File: src/rtl/simd_lane_exec_pipe.sv
// SIMD execute unit: LANES x LANE_W masked ops (optional unsigned saturation), result after STAGES cycles.
// Valid/ready pipeline, bubbles collapse, out_ready gates the tail; flush/reset kill every in-flight beat.
module simd_lane_exec_pipe #(
  parameter int LANES  = 4,
  parameter int LANE_W = 8,
  parameter int STAGES = 2,
  parameter int TAG_W  = 5
) (
  input  logic                    clk,
  input  logic                    reset,
  input  logic                    in_valid,
  output logic                    in_ready,
  input  logic [2:0]              op,
  input  logic                    sat,
  input  logic [LANES-1:0]        mask,
  input  logic [LANES*LANE_W-1:0] srca,
  input  logic [LANES*LANE_W-1:0] srcb,
  input  logic [TAG_W-1:0]        tag_in,
  input  logic                    flush,
  output logic                    out_valid,
  input  logic                    out_ready,
  output logic [LANES*LANE_W-1:0] result,
  output logic [LANES-1:0]        ovf,
  output logic [TAG_W-1:0]        tag_out
);

  localparam int DW = LANES * LANE_W;

  localparam logic [2:0] OP_ADD   = 3'b000;
  localparam logic [2:0] OP_SUB   = 3'b001;
  localparam logic [2:0] OP_AND   = 3'b010;
  localparam logic [2:0] OP_OR    = 3'b011;
  localparam logic [2:0] OP_XOR   = 3'b100;
  localparam logic [2:0] OP_MINU  = 3'b101;
  localparam logic [2:0] OP_MAXU  = 3'b110;
  localparam logic [2:0] OP_MULLO = 3'b111;

  logic [DW-1:0]    comp_res;
  logic [LANES-1:0] comp_ovf;

  for (genvar i = 0; i < LANES; i++) begin : g_lane
    logic [LANE_W-1:0]   a, b, r;
    logic                o;
    logic [LANE_W:0]     sum;
    logic [2*LANE_W-1:0] prod;

    assign a    = srca[i*LANE_W +: LANE_W];
    assign b    = srcb[i*LANE_W +: LANE_W];
    assign sum  = {1'b0, a} + {1'b0, b};
    assign prod = {{LANE_W{1'b0}}, a} * {{LANE_W{1'b0}}, b};

    always_comb begin
      r = a;
      o = 1'b0;
      if (mask[i]) begin
        case (op)
          OP_ADD: begin
            o = sum[LANE_W];
            r = (sat && o) ? {LANE_W{1'b1}} : sum[LANE_W-1:0];
          end
          OP_SUB: begin
            o = (a < b);
            r = (sat && o) ? {LANE_W{1'b0}} : a - b;
          end
          OP_AND:  r = a & b;
          OP_OR:   r = a | b;
          OP_XOR:  r = a ^ b;
          OP_MINU: r = (a < b) ? a : b;
          OP_MAXU: r = (a < b) ? b : a;
          OP_MULLO: begin
            o = |prod[2*LANE_W-1:LANE_W];
            r = (sat && o) ? {LANE_W{1'b1}} : prod[LANE_W-1:0];
          end
          default: r = a;
        endcase
      end
    end

    assign comp_res[i*LANE_W +: LANE_W] = r;
    assign comp_ovf[i]                  = o;
  end

  logic [STAGES-1:0]           vld;
  logic [STAGES-1:0]           adv;
  logic [STAGES-1:0][DW-1:0]   res_q;
  logic [STAGES-1:0][LANES-1:0] ovf_q;
  logic [STAGES-1:0][TAG_W-1:0] tag_q;

  // Advance chain resolved tail-first so a draining tail lets a full pipe accept every cycle.
  always_comb begin
    adv = '0;
    adv[STAGES-1] = !vld[STAGES-1] || out_ready;
    for (int k = STAGES - 2; k >= 0; k--) begin
      adv[k] = !vld[k] || adv[k+1];
    end
  end

  assign in_ready = !flush && adv[0];

  always_ff @(posedge clk) begin
    if (reset) begin
      vld   <= '0;
      res_q <= '0;
      ovf_q <= '0;
      tag_q <= '0;
    end else if (flush) begin
      vld <= '0;
    end else begin
      if (adv[0]) begin
        vld[0] <= in_valid;
        if (in_valid) begin
          res_q[0] <= comp_res;
          ovf_q[0] <= comp_ovf;
          tag_q[0] <= tag_in;
        end
      end
      for (int k = 1; k < STAGES; k++) begin
        if (adv[k]) begin
          vld[k] <= vld[k-1];
          // Data only moves with a real beat, so the tail keeps its last result across bubbles.
          if (vld[k-1]) begin
            res_q[k] <= res_q[k-1];
            ovf_q[k] <= ovf_q[k-1];
            tag_q[k] <= tag_q[k-1];
          end
        end
      end
    end
  end

  assign out_valid = vld[STAGES-1];
  assign result    = res_q[STAGES-1];
  assign ovf       = ovf_q[STAGES-1];
  assign tag_out   = tag_q[STAGES-1];

endmodule

File: config.mk
export PLATFORM = sky130hd
export DESIGN_NAME = simd_lane_exec_pipe
export DESIGN_NICKNAME = d
export VERILOG_FILES = /design/src/rtl/simd_lane_exec_pipe.sv
export SDC_FILE = /design/constraint.sdc
export NUM_CORES = 1
export LEC_CHECK = 0
export ABC_AREA = 1
export BUFFER_PORTS_ARGS = -buffer_cell sky130_fd_sc_hd__buf_2
export CORE_MARGIN = 2
export CORE_UTILIZATION = 45
export CTS_CLUSTER_DIAMETER = 30
export DETAILED_ROUTE_END_ITERATION = 8
export PLACE_DENSITY = 0.63
export REMOVE_ABC_BUFFERS = 1
export SYNTH_ARGS = -nofsm -noshare
export SYNTH_HDL_FRONTEND = slang
export SYNTH_SLANG_ARGS = --single-unit
File: constraint.sdc
create_clock -name clk -period 6.6 [get_ports clk]
set_input_delay 1.32 -clock clk [delete_from_list [all_inputs] [get_ports clk]]
set_output_delay 1.32 -clock clk [all_outputs]
set_load 0.005 [all_outputs]
==> impl_metrics.ini <==
[critical_path]
cp.required_ns = 6.84
rr_worst_depth = 9
worstPathCellList = buf_2 -> ha_1 -> inv_1 -> fa_1 -> fa_1 -> fa_1 -> fa_1 -> inv_1 -> ha_1 -> nand2_1 -> nor2_1 -> nand3_1 -> nand2_1 -> nand2_1 -> nand2_1 -> nand3_1 -> nor2_1 -> nand3_1 -> nand2_1 -> nand2_1 -> nand2_1 -> nand4_1 -> nand2_1 -> a21oi_1
rr_startpoint = vld[1]
r2r-end = res_q[23]
crit_path_max_fanout = 12
crit_top_cell = nand2_1
critPathCaptureType = register
critPathArrivalTime_ns = 6.28
critical-path-max-stage-delay_ns = 0.57
critPathKind = primary input to register
startpoint_type = primary input
r2r_slack_ns = 4.02
slowest_stage = fa_1

[synth]
netlist_area_sq_um = 18490
synth_edf_count = 0
synth_cells = 2903
synth-async-reset-ratio_pct = 0
yosysWarningCount = 0
synth_top_family_by_area = adder cells
synth-xor-area-share_pct = 2.227
seq_area_frac_synth_pct = 9.096
synth_top_area_share_pct = 16.46
synth_top_flop_cell = dfxtp_1
synth.avg_cell_area_sq_um = 6.368
synth_cell_type_count = 43
synth.largest_area_cell = fa_1
synthAdderAreaFrac_pct = 32.70
ys_top_cells_by_area = fa_1 16%, ha_1 16%, nand2_1 14%, inv_1 12%, dfxtp_1 9.1%
synth_seq_cells = 84
synth_mux_area_share_pct = 0
synth_compound_area_share_pct = 14.46
synth_simple_gate_area_share_pct = 24.29

[grt]
first_global_vias = 18010
grt_usage_pct = 26.11
grt_max_degree = 80
grt_pass1_wl_microns = 90270
antenna_found_initial = 0
grt_remaining_overflow = 0

[floorplanning]
pin_count = 125
core_area_sq_um = 40650
rows = 74
die_h_microns = 206.7
fp.dieArea_sq_um = 42720
die_w_microns = 206.7
initial_utilization_pct = 45.48

[cts]
cts_resized = 0
clock-sinks = 84
insertion_delay_ns = 0.36
postCtsHoldBufs = 0
htree_levels = 3
clock_path_buffers = 2
cts_made_buffers = 9
cts-root-buf = clkbuf_16
clk_pin_slew_ns = 0.06
post_cts_buffers = 0
cts_tree = yes

[sta]
finalCritPeriodShare_pct = 91.46
post-route-min-period_ns = 6.036
tightest_slew_ns = 1.199
setup_violations = 0
finalHoldViolCount = 0
relSlewSlack_pct = 19.95
rsz0062_at_grt = no
clock_skew_ns = 0.008848
max_freq_mhz = 165.7
tns_ns = 0
finalMaxSlewViolations = 0

[power_and_ir_drop]
leakage_nw = 11.50
irDropWorstVdd_mv = 0.1473
p_per_area_nw_per_um2 = 207.7
finalPower_mw = 4.020

[cells_and_area]
layout-drive-gt1-share_pct = 6.627
syn_to_final_growth_pct = 4.711
layout_commonest_cell = nand2_1
final_cell_mix = 706 x nand2_1, 608 x inv_1, 240 x ha_1
fin_area_sq_um = 19360
nets = 3351
fin_util_pct = 47.63
n_antenna_cell = 0

[routing]
viasPerCell = 5.323
drc = 0
first_pass_iters = 5
wl_per_cell_microns = 16.12
drt_iter0_markers = 1359
postRouteWirelength_microns = 55040
vias = 18170
drtAntennaViolNets = 0

[status]
outcome = finished, final reports clean

[placement]
dp_hpwl_microns = 41990
place_congestion = 0.9440
io_buffers = 124
place_area_sq_um = 19030

[hold_path]
hold-path-endpoint = ovf_q[3]
whs_path_depth = 2
hold_class = register to register
hold_path.startpoint = ovf_q[3]

[job]
cap_viol_max_count = 0
## routing by layer
| metal | track usage, % | routed length, microns | vias to the layer above |
|---|---|---|---|
| li1 | - | - | 8922 |
| met1 | 34.66 | 24790 | 8675 |
| met2 | 45.62 | 26440 | 501 |
| met3 | 2.229 | 2825 | 76 |
| met4 | 6.890 | 986 | 0 |
| met5 | 0 | 0 | - |
## critical path, delay by kind of cell
kind / cells / cell delay, ns
and+or+nand+nor: 14 / 1.85
buffers and inverters: 3 / 0.41
adders and majority gates: 6 / 2.62
AOI/OAI and AO/OA: 1 / 0.08
## power breakdown
part           internal [mW]  switching, mW  total [mW]
clock network          0.343          0.225       0.568
registers              0.533         0.0140       0.547
logic                   1.05           1.86        2.91
total                   1.92           2.10        4.02
## synthesized netlist by cell type, drive strengths merged (7+ instances only)
library cell	instances
buf	61
inv	620
clkbuf	112
nand2	715
or2	14
o211ai	11
nand3	114
fa	152
nor4	10
xor2	33
a211oi	15
a21oi	199
nand3b	7
dfxtp	84
xnor2	14
o311ai	8
nand4	45
o21ai	194
nor2	184
o21bai	9
o22ai	14
ha	240
a31oi	18
## flip-flops by register name (all words and copies together), names as in the netlist
| register | flops |
|---|---|
| res_q | 32 |
| result | 32 |
| tag_out | 5 |
| tag_q | 5 |
| ovf | 4 |
| ovf_q | 4 |
| vld | 2 |
## area by class of cell
class / count / area [sq um]
well taps: 532 / 665.6
repair buffers: 136 / 710.7
flip-flops and latches: 84 / 1682
clock buffers: 11 / 242.7
fillers: 4308 / 21290
clock inverters: 5 / 83.83
multi-input cells: 2023 / 13640
inverters: 623 / 2338
## logic make-up after synthesis
group                      Yosys count
buffers and inverters              796
xor gates and xnor gates            47
DFF                                 84
AOI/OAI and AO/OA                  488
adders and majority gates          392
and+or+nand+nor                   1096
## stage by stage
| step | instances | setup WS [ns] | hold WS (ns) |
|---|---|---|---|
| global placement | 3398 | 0.2376 | 0.4550 |
| CTS | 3414 | 0.5942 | 0.4702 |
| detailed placement | 3398 | 0.2472 | 0.4608 |
| finish | 3414 | 0.5637 | 0.4684 |
| global route | 3414 | 0.2841 | 0.5036 |
| floorplan | 2730 | 1.443 | 0.4397 |
## how the worst max path moves through the flow
| stage | cells past startpoint | end | slack, ns | startpoint |
|---|---|---|---|---|
| 5_1_grt | 24 | res_q[12] | 0.28 | srca[12] |
| 6_report | 24 | res_q[11] | 0.56 | srca[12] |
| 3_3_place_gp | 24 | res_q[11] | 0.24 | srca[12] |
| 4_1_cts | 24 | res_q[11] | 0.59 | srca[12] |
| 3_5_place_dp | 24 | res_q[11] | 0.25 | srca[12] |
| 2_1_floorplan | 26 | res_q[13] | 1.44 | srcb[10] |
Power figures use the tool's default switching activity.
